[src/rtl/seg_pkg.sv]
// seg_pkg: segment patterns, scan FSM states and a width helper shared by the
//   display scanner and its decoder.
package seg_pkg;
   localparam logic [6:0] SEG_0    = 7'h3F;
   localparam logic [6:0] SEG_1    = 7'h06;
   localparam logic [6:0] SEG_2    = 7'h5B;
   localparam logic [6:0] SEG_3    = 7'h4F;
   localparam logic [6:0] SEG_4    = 7'h66;
   localparam logic [6:0] SEG_5    = 7'h6D;
   localparam logic [6:0] SEG_6    = 7'h7D;
   localparam logic [6:0] SEG_7    = 7'h07;
   localparam logic [6:0] SEG_8    = 7'h7F;
   localparam logic [6:0] SEG_9    = 7'h6F;
   localparam logic [6:0] SEG_DASH = 7'h40;
   localparam logic [6:0] SEG_OFF  = 7'h00;

   typedef enum logic {GAP, SHOW} state_t;

   function automatic int idx_w(input int n);
      return (n > 1) ? $clog2(n) : 1;
   endfunction
endpackage

[src/rtl/bcd_to_seg7.sv]
// bcd_to_seg7: BCD digit to {g,f,e,d,c,b,a} pattern; non-decimal codes show a dash.
module bcd_to_seg7
   import seg_pkg::*;
(
   input  logic [3:0] i_bcd,
   output logic [6:0] o_seg
);
   always_comb begin
      case (i_bcd)
         4'd0:    o_seg = SEG_0;
         4'd1:    o_seg = SEG_1;
         4'd2:    o_seg = SEG_2;
         4'd3:    o_seg = SEG_3;
         4'd4:    o_seg = SEG_4;
         4'd5:    o_seg = SEG_5;
         4'd6:    o_seg = SEG_6;
         4'd7:    o_seg = SEG_7;
         4'd8:    o_seg = SEG_8;
         4'd9:    o_seg = SEG_9;
         default: o_seg = SEG_DASH;
      endcase
   end
endmodule

[src/rtl/bcd_seg_scan.sv]
// bcd_seg_scan: multiplexed 7-segment scanner with tear-free BCD capture and anti-ghost gap.
//   Define SEG_ZERO_BLANK_EN to enable leading-zero blanking.
module bcd_seg_scan
   import seg_pkg::*;
#(
   parameter int DIGITS   = 4,
   parameter int SLOT_CYC = 24000,
   parameter int GAP_CYC  = 24
) (
   input  logic                  clk,
   input  logic                  res,
   input  logic [4*DIGITS-1:0]   bcd_in,
   input  logic                  ld,
   output logic [6:0]            seg,
   output logic [DIGITS-1:0]     dig_sel,
   output logic                  frame_st
);
   localparam int CW = idx_w(SLOT_CYC);
   localparam int IW = idx_w(DIGITS);
   localparam logic [CW-1:0] CNT_LAST = CW'(SLOT_CYC - 1);
   localparam logic [CW-1:0] GAP_LAST = CW'(GAP_CYC - 1);
   localparam logic [IW-1:0] IDX_LAST = IW'(DIGITS - 1);

   logic [CW-1:0]         r_cnt;
   logic [IW-1:0]         r_idx;
   state_t                r_state, w_state_nxt;
   logic                  r_started;
   logic [4*DIGITS-1:0]   r_pend, r_frame;
   logic                  r_pend_vld;
   logic [6:0]            r_seg;
   logic [DIGITS-1:0]     r_dig;
   logic                  r_fst;
   logic                  w_wrap, w_fs;
   logic [3:0]            w_digit;
   logic [6:0]            w_seg;
   logic [DIGITS-1:0]     w_blank;

   assign w_wrap  = r_cnt == CNT_LAST;
   // slot 0 straight out of reset is not a frame start
   assign w_fs    = r_started && r_cnt == '0 && r_idx == '0;
   assign w_digit = r_frame[4*r_idx +: 4];

   bcd_to_seg7 u_dec (.i_bcd(w_digit), .o_seg(w_seg));

`ifdef SEG_ZERO_BLANK_EN
   always_comb begin
      logic z;
      w_blank = '0;
      z = 1'b1;
      for (int k = DIGITS - 1; k > 0; k--) begin
         z = z && r_frame[4*k +: 4] == 4'd0;
         w_blank[k] = z;
      end
   end
`else
   assign w_blank = '0;
`endif

   always_comb begin
      w_state_nxt = r_state;
      if (r_state == GAP && r_cnt == GAP_LAST) w_state_nxt = SHOW;
      else if (r_state == SHOW && w_wrap) w_state_nxt = GAP;
   end

   always_ff @(posedge clk) begin
      if (res) r_state <= GAP;
      else r_state <= w_state_nxt;
   end

   always_ff @(posedge clk) begin
      if (res) begin
         r_cnt      <= '0;
         r_idx      <= '0;
         r_started  <= 1'b0;
         r_pend     <= '0;
         r_frame    <= '0;
         r_pend_vld <= 1'b0;
         r_seg      <= SEG_OFF;
         r_dig      <= '1;
         r_fst      <= 1'b0;
      end else begin
         r_cnt <= w_wrap ? '0 : r_cnt + 1'b1;
         if (w_wrap) r_idx <= (r_idx == IDX_LAST) ? '0 : r_idx + 1'b1;
         if (w_wrap && r_idx == IDX_LAST) r_started <= 1'b1;
         if (w_fs) begin
            r_frame    <= ld ? bcd_in : (r_pend_vld ? r_pend : r_frame);
            r_pend_vld <= 1'b0;
         end else if (ld) begin
            r_pend     <= bcd_in;
            r_pend_vld <= 1'b1;
         end
         r_seg <= (r_state == SHOW && !w_blank[r_idx]) ? w_seg : SEG_OFF;
         r_dig <= (r_state == SHOW) ? ~(DIGITS'(1) << r_idx) : '1;
         r_fst <= w_fs;
      end
   end

   assign seg      = r_seg;
   assign dig_sel  = r_dig;
   assign frame_st = r_fst;
endmodule
[config.mk]
export PLATFORM = sky130hd
export DESIGN_NAME = bcd_seg_scan
export DESIGN_NICKNAME = d
export VERILOG_FILES = /design/src/rtl/seg_pkg.sv /design/src/rtl/bcd_to_seg7.sv /design/src/rtl/bcd_seg_scan.sv
export SDC_FILE = /design/constraint.sdc
export NUM_CORES = 1
export LEC_CHECK = 0
export BUFFER_PORTS_ARGS = -buffer_cell sky130_fd_sc_hd__buf_2
export CAP_MARGIN = 5
export CELL_PAD_IN_SITES_DETAIL_PLACEMENT = 0
export CELL_PAD_IN_SITES_GLOBAL_PLACEMENT = 2
export CORE_MARGIN = 3
export CORE_UTILIZATION = 30
export DETAILED_ROUTE_END_ITERATION = 6
export PLACE_DENSITY_LB_ADDON = 0.1
export REMOVE_ABC_BUFFERS = 1
export SYNTH_ARGS = -nofsm -noshare
export SYNTH_HDL_FRONTEND = slang
export SYNTH_SLANG_ARGS = --single-unit
[constraint.sdc]
create_clock -name clk -period 2.6 [get_ports clk]
set_input_delay 0.52 -clock clk [delete_from_list [all_inputs] [get_ports clk]]
set_output_delay 0.52 -clock clk [all_outputs]
set_load 0.03 [all_outputs]
==> out/metrics.yaml <==
outcome:
  status: "finished, final reports clean"
drt:
  route.vias.total: 2818
  drt-initial-drc-count: 136
  dr.pass1.iters: 4
  routed_wl_microns: 8820
  viasPerCell: 5.37
  route.detailed.drc: 0
  ant_nets: 0
  wl_per_cell_microns: 16.8
cts:
  cts-buffers-inserted: 9
  clkTransAtPathRegs_ps: 70
  post_cts_resized: 0
  cts_setup_buffers: 0
  clockBufferDepth: 2
  clock_sinks: 64
  cts_tree: "built"
  cts_hold_buf: 0
  htreeDepth: 3
  cts-root-buf: "clkbuf_8"
  clock_latency_ps: 330
synthesis:
  synth_mux_area_share_pct: 4.03
  synth-xor-area-share_pct: 3.49
  yosysSeqAreaShare_pct: 39.3
  synth_area_leaders: "dfxtp_1, ha_1, a311oi_1, a41oi_1, o221ai_1"
  ys.flop_type: "dfxtp_1"
  yosysWarnings: 0
  synth_top_area_share_pct: 39.3
  syn_inst: 360
  async_flop_share_pct: 0
  synth.largest_area_cell: "dfxtp_1"
  synth_cell_types: 41
  netlist_area_sq_um: 3260
  synth-edff-count: 0
  synth_compound_area_share_pct: 21.8
  synth-simple-area-share_pct: 20.5
  ys_ff_latch: 64
  synth_top_family_by_area: "compound AO/OA/AOI/OAI gates"
  synthAdderAreaFrac_pct: 4.61
  syn_avg_cell_area_sq_um: 9.05
sta:
  setup_viol: 0
  skew_ps: 5.48
  min_period_ps: 2010
  tns_ps: 0
  tightest_slew_ps: 787
  hold_viol_final: 0
  max_slew_margin_pct: 47.5
  fin_crit_sh_pct: 77.5
  rsz0062_at_grt: "false"
  drv_slew: 0
  hold-worst-slack_ps: 466
  max_freq_mhz: 496
global_routing:
  grt_pass1_wl_microns: 14500
  overflow: 0
  track_usage_pct: 15.6
  grt_max_degree: 49
  grt_pass1_vias: 2703
  antenna_found_initial: 0
worst_setup_path:
  start_kind: "register"
  timing_worst_setup_path_type: "register to register"
  arrival_ps: 2240
  worstPathMaxFanout: 7
  required_ps: 2830
  end_kind: "register"
min_path:
  hold_class: "register to register"
placed_design:
  port_buffers: 30
  gp_congestion: 0.714
  hpwl_microns: 5920
power:
  p_leak_nw: 1.31
  p_per_area_nw_per_um2: 566
  vdd_ir_drop_max_uv: 275
final_layout:
  final_nets: 415
  fillers: 1091
  multiInputGateArea_sq_um: 1780
  final_layout_size_suffix_gt1_share_pct: 17.7
  regArea_sq_um: 1280
  antennaDiodeCount: 0
  syn2layout_area_growth_pct: 15.9
die:
  fp.dieW_microns: 110
  num_rows: 37
  core_area_sq_um: 10500
  die_h_microns: 110
  start_util_pct: 31.2
  die_area_sq_um: 12200
  pin_count: 31
job:
  cap_viol_max_count: 0
logic make-up after synthesis:
group | Yosys count
muxes | 8
xor gates and xnor gates | 13
and+or+nand+nor | 119
AOI/OAI and AO/OA | 99
buffers and inverters | 45
adders and majority gates | 12
DFF | 64
stage by stage:
step / setup WS [ps] / power, mW / util, % / instance area, sq um / cells
4_1_cts: 594 / 2.17 / 36.1 / 3780 / 525
5_1_grt: 486 / 2.22 / 36.1 / 3780 / 525
3_5_place_dp: 612 / 1.15 / 33.9 / 3540 / 509
2_1_floorplan: -88.3 / 1.09 / - / 3100 / 328
3_3_place_gp: 591 / 1.15 / 33.9 / 3540 / 509
6_report: 586 / 2.14 / 36.1 / 3780 / 525
worst paths after layout:
check / from / to / slack (ps) / cells past startpoint
worst min register to register: r_started$_SDFFE_PP0P_ / r_started$_SDFFE_PP0P_ / 470 / 2
worst max-delay path: r_cnt[0]$_SDFF_PP0_ / r_state$_SDFFE_PP0P_ / 590 / 5
worst min-delay path: r_started$_SDFFE_PP0P_ / r_started$_SDFFE_PP0P_ / 470 / 2
worst max register to register: r_cnt[0]$_SDFF_PP0_ / r_state$_SDFFE_PP0P_ / 590 / 5
worst max-delay path: stages, from the launching register on:
cell and delay [ps]:
dfxtp_1 400, ha_1 240, nand3_1 250, nor4_1 650, a21oi_1 140, a31o_2 230
sequential cells by signal, summed over array words and instances (netlist names), 2 cells and up:
register  flops
dig_sel       4
r_cnt        15
r_frame      16
r_idx         2
r_pend       16
seg           7
report_power, final:
part / total [mW] / internal, mW / switching [mW]
logic: 0.113 / 0.0444 / 0.0682
registers: 1.01 / 1.00 / 0.0131
clock network: 1.01 / 0.621 / 0.391
total: 2.14 / 1.67 / 0.472
synthesized netlist by cell type, types with 12 or more instances:
cell type	instances
a21oi_1	23
a311oi_1	16
a31oi_1	16
a41oi_1	16
clkbuf_1	23
dfxtp_1	64
ha_1	12
inv_1	13
nand2_1	28
nand2b_1	18
nand3b_1	16
nor2_1	21
o221ai_1	16
xnor2_1	12
layout make-up:
class / instances / area share [%]
clock inverter: 2 / 1.59
sequential: 64 / 33.9
multi-input combinational: 251 / 47.2
tap: 136 / 4.51
inverter: 13 / 1.29
timing repair buffer: 45 / 6.96
clock buffer: 14 / 4.57
routing by layer:
| metal | vias up | track usage (%) | share of wire (%) |
|---|---|---|---|
| li1 | 1399 | - | - |
| met1 | 1359 | 22.4 | 52 |
| met2 | 58 | 24.0 | 44 |
| met3 | 2 | 2.91 | 4.1 |
| met4 | 0 | 4.22 | 0.45 |
| met5 | - | 0 | 0 |
layout by cell type (no fill, tap or decap), drive strengths merged:
cell type	n
a211oi	1
a21o	3
a21oi	23
a311oi	16
a31o	1
a31oi	16
a41oi	16
and2	2
and3	4
and4	1
buf	45
bufinv	2
clkbuf	14
dfxtp	64
ha	12
inv	13
mux2	1
mux2i	3
mux4	4
nand2	28
nand2b	18
nand3	10
nand3b	16
nand4	2
nor2	21
nor2b	1
nor3	4
nor4	8
nor4bb	1
o21a	1
o21ai	6
o221ai	16
or2	1
or3	1
or4	1
xnor2	12
xor2	1
No activity file was read; power rests on OpenSTA's default activity.
